<file path="src/rtl/bram_port_sequencer_if.sv">
// Request, response and raw BRAM strobe bundle for one BRAM port sequencer.
// The master side is the requester plus the BRAM; the slave side is the sequencer.
interface bram_port_sequencer_if #(
    parameter int ADDR_WIDTH = 10,
    parameter int DATA_WIDTH = 32
);
    logic                  req_valid;
    logic                  req_ready;
    logic                  req_we;
    logic [ADDR_WIDTH-1:0] req_addr;
    logic [DATA_WIDTH-1:0] req_data;

    logic                  rsp_valid;
    logic                  rsp_ready;
    logic [DATA_WIDTH-1:0] rsp_data;

    logic                  bram_en;
    logic                  bram_we;
    logic [ADDR_WIDTH-1:0] bram_addr;
    logic [DATA_WIDTH-1:0] bram_din;
    logic [DATA_WIDTH-1:0] bram_dout;

    modport master (
        output req_valid, req_we, req_addr, req_data, rsp_ready, bram_dout,
        input  req_ready, rsp_valid, rsp_data, bram_en, bram_we, bram_addr, bram_din
    );

    modport slave (
        input  req_valid, req_we, req_addr, req_data, rsp_ready, bram_dout,
        output req_ready, rsp_valid, rsp_data, bram_en, bram_we, bram_addr, bram_din
    );
endinterface

</file>
<file path="src/rtl/bram_port_sequencer.sv">
// Valid/ready front-end for one write-first BRAM port with latency tracking and a credit-guarded response FIFO.
// Define BRAM_SEQ_WRITE_ACK_EN to make writes return their write-first DO as an ordered response too.
module bram_port_sequencer #(
    parameter int ADDR_WIDTH   = 10,
    parameter int DATA_WIDTH   = 32,
    parameter int READ_LATENCY = 1,
    parameter int RESP_DEPTH   = 4
) (
    input  logic                   CLK,
    input  logic                   RST,
    bram_port_sequencer_if.slave   bus
);
    localparam int PTR_W = $clog2(RESP_DEPTH);
    localparam int CNT_W = $clog2(RESP_DEPTH + 1);
    localparam logic [CNT_W-1:0] LP_DEPTH = CNT_W'(RESP_DEPTH);

    logic [READ_LATENCY-1:0] r_pipe;
    logic [READ_LATENCY-1:0] w_pipe_next;
    logic [DATA_WIDTH-1:0]   r_mem [RESP_DEPTH];
    logic [PTR_W-1:0]        r_rd_ptr;
    logic [PTR_W-1:0]        r_wr_ptr;
    logic [CNT_W-1:0]        r_count;
    logic [CNT_W-1:0]        w_count_next;
    logic [CNT_W:0]          w_occupancy;

    logic                    w_fire;
    logic                    w_track;
    logic                    w_credit_ok;
    logic                    w_push;
    logic                    w_pop;
    logic [ADDR_WIDTH-1:0]   w_addr;
    logic [DATA_WIDTH-1:0]   w_din;

    // Occupancy counts buffered responses plus reads still travelling through the BRAM.
    always_comb begin
        w_occupancy = {1'b0, r_count};
        for (int i = 0; i < READ_LATENCY; i++) begin
            w_occupancy = w_occupancy + {{CNT_W{1'b0}}, r_pipe[i]};
        end
    end

    assign w_credit_ok = (w_occupancy < {1'b0, LP_DEPTH});

`ifdef BRAM_SEQ_WRITE_ACK_EN
    assign bus.req_ready = !RST && w_credit_ok;
    assign w_track       = w_fire;
`else
    assign bus.req_ready = !RST && (bus.req_we || w_credit_ok);
    assign w_track       = w_fire && !bus.req_we;
`endif

    assign w_fire        = bus.req_valid && bus.req_ready;
    assign w_addr        = bus.req_addr;
    assign w_din         = bus.req_data;
    assign bus.bram_en   = w_fire;
    assign bus.bram_we   = bus.req_we;
    assign bus.bram_addr = w_addr;
    assign bus.bram_din  = w_din;

    assign w_pipe_next[0] = w_track;
    generate
        for (genvar gi = 1; gi < READ_LATENCY; gi++) begin : g_pipe
            assign w_pipe_next[gi] = r_pipe[gi-1];
        end
    endgenerate

    // The last pipe stage marks the edge at which DO carries the tracked result.
    assign w_push = r_pipe[READ_LATENCY-1];
    assign w_pop  = (r_count != '0) && bus.rsp_ready;

    always_comb begin
        w_count_next = r_count;
        case ({w_push, w_pop})
            2'b10:   w_count_next = r_count + 1'b1;
            2'b01:   w_count_next = r_count - 1'b1;
            default: w_count_next = r_count;
        endcase
    end

    always_ff @(posedge CLK) begin
        if (RST) begin
            r_pipe   <= '0;
            r_count  <= '0;
            r_rd_ptr <= '0;
            r_wr_ptr <= '0;
        end else begin
            r_pipe  <= w_pipe_next;
            r_count <= w_count_next;
            if (w_push) r_wr_ptr <= r_wr_ptr + 1'b1;
            if (w_pop)  r_rd_ptr <= r_rd_ptr + 1'b1;
        end
    end

    always_ff @(posedge CLK) begin
        if (w_push) r_mem[r_wr_ptr] <= bus.bram_dout;
    end

    assign bus.rsp_valid = (r_count != '0);
    assign bus.rsp_data  = r_mem[r_rd_ptr];

    a_no_overflow: assert property (@(posedge CLK) disable iff (RST)
        !(w_push && !w_pop && (r_count == LP_DEPTH)));

endmodule

</file>
<file path="src/flat_wrapper.sv">
// flat-port wrapper written by rule: the top's interface ports become plain ports
module bram_port_sequencer_flat 
#(
    parameter int ADDR_WIDTH   = 10,
    parameter int DATA_WIDTH   = 32,
    parameter int READ_LATENCY = 1,
    parameter int RESP_DEPTH   = 4
)
  (CLK, RST, bus_req_valid, bus_req_we, bus_req_addr, bus_req_data, bus_rsp_ready, bus_bram_dout, bus_req_ready, bus_rsp_valid, bus_rsp_data, bus_bram_en, bus_bram_we, bus_bram_addr, bus_bram_din);
  bram_port_sequencer_if #(.ADDR_WIDTH(ADDR_WIDTH), .DATA_WIDTH(DATA_WIDTH)) bus_i ();
  input  logic CLK;
  input  logic RST;
  input wire logic [$bits(bus_i.req_valid)-1:0] bus_req_valid;
  input wire logic [$bits(bus_i.req_we)-1:0] bus_req_we;
  input wire logic [$bits(bus_i.req_addr)-1:0] bus_req_addr;
  input wire logic [$bits(bus_i.req_data)-1:0] bus_req_data;
  input wire logic [$bits(bus_i.rsp_ready)-1:0] bus_rsp_ready;
  input wire logic [$bits(bus_i.bram_dout)-1:0] bus_bram_dout;
  output wire logic [$bits(bus_i.req_ready)-1:0] bus_req_ready;
  output wire logic [$bits(bus_i.rsp_valid)-1:0] bus_rsp_valid;
  output wire logic [$bits(bus_i.rsp_data)-1:0] bus_rsp_data;
  output wire logic [$bits(bus_i.bram_en)-1:0] bus_bram_en;
  output wire logic [$bits(bus_i.bram_we)-1:0] bus_bram_we;
  output wire logic [$bits(bus_i.bram_addr)-1:0] bus_bram_addr;
  output wire logic [$bits(bus_i.bram_din)-1:0] bus_bram_din;
  assign bus_i.req_valid = bus_req_valid;
  assign bus_i.req_we = bus_req_we;
  assign bus_i.req_addr = bus_req_addr;
  assign bus_i.req_data = bus_req_data;
  assign bus_i.rsp_ready = bus_rsp_ready;
  assign bus_i.bram_dout = bus_bram_dout;
  assign bus_req_ready = bus_i.req_ready;
  assign bus_rsp_valid = bus_i.rsp_valid;
  assign bus_rsp_data = bus_i.rsp_data;
  assign bus_bram_en = bus_i.bram_en;
  assign bus_bram_we = bus_i.bram_we;
  assign bus_bram_addr = bus_i.bram_addr;
  assign bus_bram_din = bus_i.bram_din;
  bram_port_sequencer #(.ADDR_WIDTH(ADDR_WIDTH), .DATA_WIDTH(DATA_WIDTH), .READ_LATENCY(READ_LATENCY), .RESP_DEPTH(RESP_DEPTH)) u_core (.CLK(CLK), .RST(RST), .bus(bus_i));
endmodule
</file>
<file path="config.mk">
export PLATFORM = sky130hd
export DESIGN_NAME = bram_port_sequencer_flat
export DESIGN_NICKNAME = d
export VERILOG_FILES = /design/src/rtl/bram_port_sequencer_if.sv /design/src/rtl/bram_port_sequencer.sv /design/src/flat_wrapper.sv
export SDC_FILE = /design/constraint.sdc
export NUM_CORES = 1
export LEC_CHECK = 0
export ABC_AREA = 1
export CORE_MARGIN = 2
export CORE_UTILIZATION = 45
export CTS_BUF_LIST = sky130_fd_sc_hd__clkbuf_8
export DETAILED_ROUTE_END_ITERATION = 16
export HOLD_SLACK_MARGIN = 0.05
export MAX_ROUTING_LAYER = met4
export PLACE_DENSITY = 0.86
export SLEW_MARGIN = 5
export SYNTH_ARGS = -nofsm -noshare
export SYNTH_HDL_FRONTEND = slang
export SYNTH_SLANG_ARGS = --single-unit
</file>
<file path="constraint.sdc">
create_clock -name CLK -period 1.7 [get_ports CLK]
set_input_delay 0.34 -clock CLK [delete_from_list [all_inputs] [get_ports CLK]]
set_output_delay 0.34 -clock CLK [all_outputs]
set_load 0.03 [all_outputs]
</file>
==> qor_table.md <==
| Parameter | This run |
| --- | --- |
| Commonest register cell after synthesis | edfxtp_1 |
| Final design utilization | 0.608 |
| Deepest level of the CTS H-tree | 4 |
| Die area | 13400 sq um |
| Clock slew seen by the registers of the worst setup and hold paths | 0.08 ns |
| Average cell area after synthesis | 13.2 sq um |
| Combined global-route utilization of all metal layers | 0.214 |
| Dpl hpwl | 7.62 mm |
| Worst hold stages | 3 |
| Clock tree from TritonCTS | yes |
| Share of layout cells above drive strength 1 | 0.333 |
| Complex-gate fraction of the synthesized area | 0.101 |
| Final cycle utilization of the critical path | 1.21 |
| Buffer and inverter count on the worst path | 4 |
| Vias in the first global route | 3616 |
| Most area-consuming cells after synthesis | edfxtp_1 (68%), buf_4 (6.1%), nor2_1 (4.7%) |
| Reg-to-reg endpoint | u_core.r_count[2] |
| Worst hold endpoint | u_core.r_pipe |
| Power consumption | 10.4 mW |
| Most frequent cell after synthesis | edfxtp_1 |
| Std-Cell Rows | 40 |
| Count of cells along the worst register-to-register path | 13 |
| Count of unresolved DRC violations after routing | 0 |
| Simple logic cell fraction of the synthesized area | 0.0636 |
| Number of setup violations in the final report | 32 |
| Synth Area in Adders | 0.0147 |
| Clock net sink count | 138 |
| WL final | 14.5 mm |
| Worst clock skew | 0.00869 ns |
| Vertical die dimension | 116 um |
| Cell at the slowest stage of the critical path | dfxtp_4 |
| Fraction of synthesis flops using an asynchronous set or reset pin | 0 |
| Multiplexer share of the synthesized area | 0 |
| Critical path class | reg -> out |
| Maximum clock insertion buffer count | 2 |
| Number of nets in the layout | 585 |
| Routability congestion estimate | 0.767 |
| Top cell types by occurrence after synthesis | edfxtp_1 (128), nor2_1 (71), buf_4 (46) |
| Post-synth top area share | 0.683 |
| Part of the Yosys area used for sequential elements | 0.718 |
| Net count of the mapped netlist | 513 |
| Critical-path maximum fanout | 7 |
| Static Leakage | 2.64 nW |
| Required @ worst endpoint | 1.36 ns |
| Synthesized instance count | 428 |
| Count of port buffers added during placement | 72 |
| CTS root buf | clkbuf_8 |
| Max frequency | 485 MHz |
| Area of the mapped netlist | 5630 sq um |
| Run status | finished with violations |
| Worst R2R Start | u_core.r_count[1] |
| Number of flip-flops and latches in the synthesized netlist | 138 |
| Final Hold Fails | 0 |
| Max-cap violations | 0 |
| Worst supply voltage drop on vdd | 0.911 mV |
| Failing checks | setup timing |
| R2R Setup Slk | 0.05 ns |
| GR Overflow Total | 0 |
| Largest family of logic cells by synthesized area | buffers and inverters |
| Via-to-Cell Ratio | 5.51 |
| # diodes | 0 |
| Critical path launch point type | flop |
| Violation count after the first detailed-route iteration | 443 |
| Wire length per cell after detailed routing | 21.3 um |
| I/O pin count | 157 |
| Post-synth cell types | 20 |
| Area added between synthesis and finish | 30.9% |
| Type of the worst min-delay path | in -> reg |
| Number of antenna violations at the first check in global routing | 0 |
| Max-slew headroom at the worst pin | 0.785 |
| Largest area contributor in the synthesized netlist | edfxtp_1 |
| Hold buffers post-CTS | 0 |
| Worst-margin pin slew | 0.322 ns |
| Number of buffers added by the clock tree synthesis step | 17 |
| Count of pins over their slew limit | 0 |
| Data arrival at the endpoint of the critical path | 1.72 ns |
| Die extent in x | 116 um |
| Peak per-stage delay on the critical path | 0.36 ns |
| Core outline area | 12100 sq um |
| Power per unit of standard cell area | 1420 nW/um^2 |
| Post-route ant nets | 0 |
| Critical path endpoint category | output port |
| Number of flops mapped to enable cells by yosys | 128 |
| Worst path setup slack after routing | -0.360 ns |
| Xor and xnor fraction of the mapped netlist area | 0 |
| Minimum clock period | 2.06 ns |
| Startpoint of the worst hold path | bus_req_valid |
| Initial core utilization | 0.465 |
| Insertion delay of the later-clocked pin in the worst-skew pair | 0.44 ns |
| Placed Cells | 629 |
| Cell breakdown of the critical path | buf_12 -> inv_16 -> buf_12 -> nor2_1 -> o22ai_1 -> buf_4 |
| Pin count of the biggest net entering global routing | 31 |
| First-pass GRT wire length | 20.2 mm |
| Total vias in the final route | 3754 |
| First-pass iteration count of the detailed router | 5 |
| Final std cells w/o fill | 681 |
| Cell occurring most often along the worst timing path | buf_12 |
| Unrepaired setup endpoints after global routing | true |
| Worst slack, placed | -0.353 ns |
| Top cell family by delay on the critical path | buffers and inverters |
| Count of synthesis-stage warnings from yosys | 0 |
## cells by family (layout without fill, tap and decap cells)
family | Yosys count | in the layout
DFF | 138 | 138
AOI/OAI and AO/OA | 106 | 106
buffers and inverters | 85 | 170
adders and majority gates | 6 | 6
and+or+nand+nor | 93 | 93
## cell type report
cell class                 count  area (sq um)
tap                          168           210
clock buffer                  17           234
sequential                   138          4060
clock inverter                15           175
timing repair inverter         1          11.3
inverter                      23           103
multi-input combinational    205          1310
fill                         858          4740
timing repair buffer         114          1260
## state kept, by name, summed over array words and instances (netlist names), named ones only
register / flops
u_core.r_count: 3
u_core.r_mem: 128
u_core.r_pipe: 1
u_core.r_wr_ptr: 2
u_core.r_rd_ptr: 2
## worst register-to-register path, delay by kind of cell (launching register included)
kind / cells / cell delay (ns)
fa+ha+maj: 2 / 0.50
buf+inv: 4 / 0.24
flops: 1 / 0.38
simple gates: 7 / 0.42
## through the flow
stage	hold WS, ns	setup TNS, ns	area (sq um)
after floorplan	0.418	0	5640
final	0.502	-8.06	7370
after global routing	0.505	-9.82	7370
after CTS	0.476	-8.10	7160
after global placement	0.500	-0.384	6250
after detailed placement	0.540	-0.539	6250
## repair_timing
item,CTS,global route
buffers inserted,10,3
gates resized for setup,102,35
pin swaps,22,19
gates cloned,5,2
setup endpoints to repair,36,37
## where the power goes
group          leakage (nW)  switching, mW  internal, mW
Clock                 0.209           1.25          1.45
Sequential             1.24         0.0818          3.83
Combinational          1.19           2.16          1.67
## layout by cell type, fill, tap and decap left out, types with 5 or more instances in the layout
cell             count
o21ai_0             17
buf_4               42
edfxtp_1           128
dfxtp_1              5
o21ai_2             12
clkbuf_8            17
nand2_1             14
inv_2                5
clkdlybuf4s50_1     36
nor2_2               8
o21ai_1             35
inv_1               19
buf_6               18
a21oi_1              5
o22ai_1             18
nor2_4               5
nor2_1              58
o22ai_2             13
buf_12              10
## worst max path at each step
stage / startpoint / end / slack, ns / cells after the start
3_5_place_dp: bus_rsp_ready / u_core.r_count[2] / -0.35 / 12
3_3_place_gp: bus_rsp_ready / u_core.r_count[2] / -0.27 / 12
4_1_cts: flop / bus_rsp_data[0] / -0.30 / 7
2_1_floorplan: u_core.r_count[1] / u_core.r_count[2] / 0.04 / 13
5_1_grt: flop / bus_rsp_data[0] / -0.39 / 5
6_report: flop / bus_rsp_data[13] / -0.36 / 6
## layer usage
layer,vias up,part of all wire,global-route usage
met5,-,0,-
met4,0,0.031,0.0913
met3,50,0.078,0.0533
met2,223,0.53,0.346
met1,1830,0.36,0.256
li1,1651,-,-
No activity file was read; power rests on OpenSTA's default activity.
